===== src/rtl/arb_mux_rr.sv =====
// arb_mux_rr: N-channel arbiter feeding a single registered output stage.
// Round-robin (mode=0) or fixed lowest-index priority (mode=1) selection;
// the output register accepts a new word whenever it is empty or draining.
module arb_mux_rr #(
  parameter int WIDTH = 32,
  parameter int N     = 4,
  localparam int SEL_W = (N > 2) ? $clog2(N) : 1
) (
  input  logic               clk,
  input  logic               rst_n,
  input  logic               mode,
  input  logic [N-1:0]       in_valid,
  input  logic [N*WIDTH-1:0] in_data,
  output logic [N-1:0]       in_ready,
  output logic               out_valid,
  output logic [WIDTH-1:0]   out_data,
  output logic [SEL_W-1:0]   out_sel,
  input  logic               out_ready
);

  logic [SEL_W-1:0] ptr;
  logic [SEL_W-1:0] gidx;
  logic [N-1:0]     grant;
  logic             found;
  logic             load;
  logic [SEL_W-1:0] ptr_next;

  assign load = !out_valid || out_ready;

  // Pick the granted channel: lowest index in fixed mode, first valid at or after ptr otherwise.
  always_comb begin
    int idx;
    found = 1'b0;
    gidx  = '0;
    grant = '0;
    idx   = 0;
    for (int k = 0; k < N; k++) begin
      if (mode) begin
        idx = k;
      end else begin
        idx = (int'(ptr) + k) % N;
      end
      if (!found && in_valid[idx]) begin
        found = 1'b1;
        gidx  = SEL_W'(idx);
      end
    end
    if (found) begin
      grant[gidx] = 1'b1;
    end
  end

  // Accept strobes are gated by reset so nothing is taken while the block is held in reset.
  assign in_ready = (rst_n && load) ? grant : '0;

  // Pointer advances past the winner; the last channel wraps back to 0.
  always_comb begin
    ptr_next = ptr;
    if (int'(gidx) == N - 1) begin
      ptr_next = '0;
    end else begin
      ptr_next = gidx + 1'b1;
    end
  end

  // Output register and round-robin pointer; reset discards any held word.
  always_ff @(posedge clk) begin
    if (!rst_n) begin
      out_valid <= 1'b0;
      out_data  <= '0;
      out_sel   <= '0;
      ptr       <= '0;
    end else if (load) begin
      if (found) begin
        out_valid <= 1'b1;
        out_data  <= in_data[int'(gidx)*WIDTH +: WIDTH];
        out_sel   <= gidx;
        if (!mode) begin
          ptr <= ptr_next;
        end
      end else begin
        out_valid <= 1'b0;
      end
    end
  end

endmodule


===== config.mk =====
export PLATFORM = sky130hd
export DESIGN_NAME = arb_mux_rr
export DESIGN_NICKNAME = d
export VERILOG_FILES = /design/src/rtl/arb_mux_rr.sv
export SDC_FILE = /design/constraint.sdc
export NUM_CORES = 1
export LEC_CHECK = 0
export ABC_AREA = 1
export CAP_MARGIN = 5
export CORE_MARGIN = 1
export CORE_UTILIZATION = 38
export DETAILED_ROUTE_END_ITERATION = 12
export PLACE_DENSITY = 0.91
export SLEW_MARGIN = 5
export SYNTH_ARGS = -nofsm -noshare
export SYNTH_HDL_FRONTEND = slang
export SYNTH_SLANG_ARGS = --single-unit

===== constraint.sdc =====
create_clock -name clk -period 2.45 [get_ports clk]
set_clock_uncertainty 0.05 [all_clocks]
set_input_delay 0.49 -clock clk [delete_from_list [all_inputs] [get_ports clk]]
set_output_delay 0.49 -clock clk [all_outputs]
set_load 0.03 [all_outputs]

==> out/qor.csv <==
metric,value,unit
layout cells sized above 1,16.25,%
H-tree levels,2,
Post-synth EDFFs,0,
Initial DRC Count,136,
Area contributors post-synth,"dfxtp_1, nand2_1, nand3_1",
CTS sink cnt,37,
top-count cell post-synth,nand2_1,
Worst setup EP type,primary output,
clock transition at the registers of the reported paths,0.08,ns
syn_nets,654,
die width,89.42,um
Initial Util,39.61,%
Lkg Pwr,2.570,nW
WP data required,1.91,ns
WS Path Type,flip-flop to primary output,
failing checks,negative setup slack,
CTS tree,done,
Worst IR Drop VDD,0.2809,mV
post-layout util,71.46,%
worst setup margin,-0.1293,ns
I/O Buffers,174,
status,"finished, violations left",
hpwl dp,8.077,mm
unrepaired setup endpoints after global routing,true,
Async SR Flop Fraction,0,%
gr usage total,26.90,%
synthesized instance count,517,
clk_lat worst skew,0.29,ns
Wirelength per Cell,13.81,um
final net count,850,
Non-Filler Instances,813,
largest net degree at the start of global routing,39,
Congestion Overflow GR,0,
top sig layer,met4,
CTS Buf Count,5,
Slew @ Worst Pin,0.4094,ns
Ys Warns,0,
final hold violation count,0,
first-pass GRT wire length,16.53,mm
Syn-to-layout area delta,80.40,%
Synth Flop Type,dfxtp_1,
crit start category,flip-flop,
crit path DAT,2.04,ns
routability cong.,0.8008,
"antenna viol nets, final",0,
worst min path class,flip-flop to flip-flop,
antenna fix cells,0,
Placed Area,4820,sq um
period utilization,105.3,%
hold slack,0.4094,ns
dominant cell type by area after synthesis,dfxtp_1,
Final Cell Area,5239,sq um
Via density,4.894,
Placed Instances,791,
vias in the first global route,3746,
maxcap violations,0,
FMAX,387.7,MHz
"flops & latches, synth",37,
CTS root buf,clkbuf_8,
core outline area,7331,sq um
endpoints failing setup,4,
Slew Limit Headroom,72.71,%
min Tclk post-route,2.579,ns
die area,7996,sq um
metal3 WL,1.006,mm
distinct cell type count after synthesis,29,
met2 WL,5.705,mm
first-pass detailed-route iteration total,4,
syn avg cell area,5.617,sq um
FP Rows,31,
initial antenna violation count,0,
Ports,175,
Final TNS setup,-0.4351,ns
clk buf depth,2,
total power,3.076,mW
die height,89.42,um
Cell Pwr Density,587.2,nW/um^2
Place WS,-0.4629,ns
top-area cell type share of the netlist area,25.51,%
final wirelength,11.23,mm
commonest cells in the netlist,"nand2_1, nand3_1, inv_1",
M1 WL,4.219,mm
hold path depth,2,
"Seq/Total Area, Yosys",25.51,%
R2R cell count,16,
via count,3979,
# fillers,575,
mapped cell area,2904,sq um
CP max FO,6,
"Slew Viols, Final",0,
DRC viols,0,
metal layers:
metal / global-route usage [%] / vias up
li1: - / 1996
met1: 28.17 / 1757
met2: 52.81 / 193
met3: 5.817 / 33
met4: 8.658 / 0
met5: 0 / -
state kept, by name, indices dropped and copies added (netlist names):
name / count
ptr: 2
out_sel: 2
out_data: 32
out_valid: 1
cells in the final DEF, fill, tap and decap left out, types with 2 or more instances in the layout:
cell type	instances
buf_6	10
clkbuf_2	2
nand2_1	170
inv_1	61
nand2_4	10
nor2_4	3
nand2_2	16
a21oi_2	2
nand3_1	76
nand3_2	6
o21ai_1	3
o21ai_0	23
buf_4	36
a22oi_1	7
nand3_4	4
nor2_2	4
clkbuf_8	5
clkinv_2	2
clkdlybuf4s50_1	165
inv_2	5
dfxtp_1	35
a21oi_1	4
nand4_1	2
nor2_1	48
layout make-up:
type / instances / area [sq um] / share of cell area [%]
Timing Repair Buffer: 216 / 2083 / 39.77
Clock buffer: 5 / 68.82 / 1.314
Inverter: 69 / 269.0 / 5.135
Tap cell: 99 / 123.9 / 2.364
Sequential cell: 37 / 745.7 / 14.23
Multi-Input combinational cell: 384 / 1931 / 36.85
Clock inverter: 3 / 17.52 / 0.3344
power breakdown:
part | leakage (nW) | total (mW) | switching [mW] | internal (mW)
logic | 2.22 | 1.84 | 1.04 | 0.797
clock network | 0.0439 | 0.432 | 0.235 | 0.197
registers | 0.308 | 0.808 | 0.0793 | 0.729
total | 2.57 | 3.08 | 1.35 | 1.72
final timing paths:
path / startpoint / slack, ns / end
setup reg to reg: ptr[0] / 0.18 / ptr[1]
setup / recovery: ptr[0] / -0.13 / in_ready[2]
hold reg to reg: out_sel[1] / 0.41 / out_sel[1]
hold / removal: out_sel[1] / 0.41 / out_sel[1]
critical path, cell delays in order (launching register included):
cell and delay, ns:
dfxtp_4 0.40, buf_6 0.14, nand3_1 0.12, nand2_2 0.08, nand2_1 0.07, nand2_1 0.10, a21oi_2 0.20, nand2_2 0.10
nand2_4 0.08, inv_2 0.05, buf_4 0.13, nor2_1 0.09, buf_4 0.17
kinds of logic after synthesis:
logic type               after synthesis  synth area share, %
flip-flops                            37                25.51
buffers and inverters                 96                14.86
adder cells (fa/ha/maj)                1               0.4308
AND/OR/NAND/NOR                      343                51.57
AO/OA/AOI/OAI                         40                7.626
timing repair:
| action | CTS | global route |
|---|---|---|
| buffers inserted | 10 | 4 |
| pin swaps | 17 | 18 |
| hold buffers | 0 | 0 |
| gates resized for setup | 43 | 38 |
| setup endpoints to repair | 30 | 15 |
(Power assumes the default switching activity.)
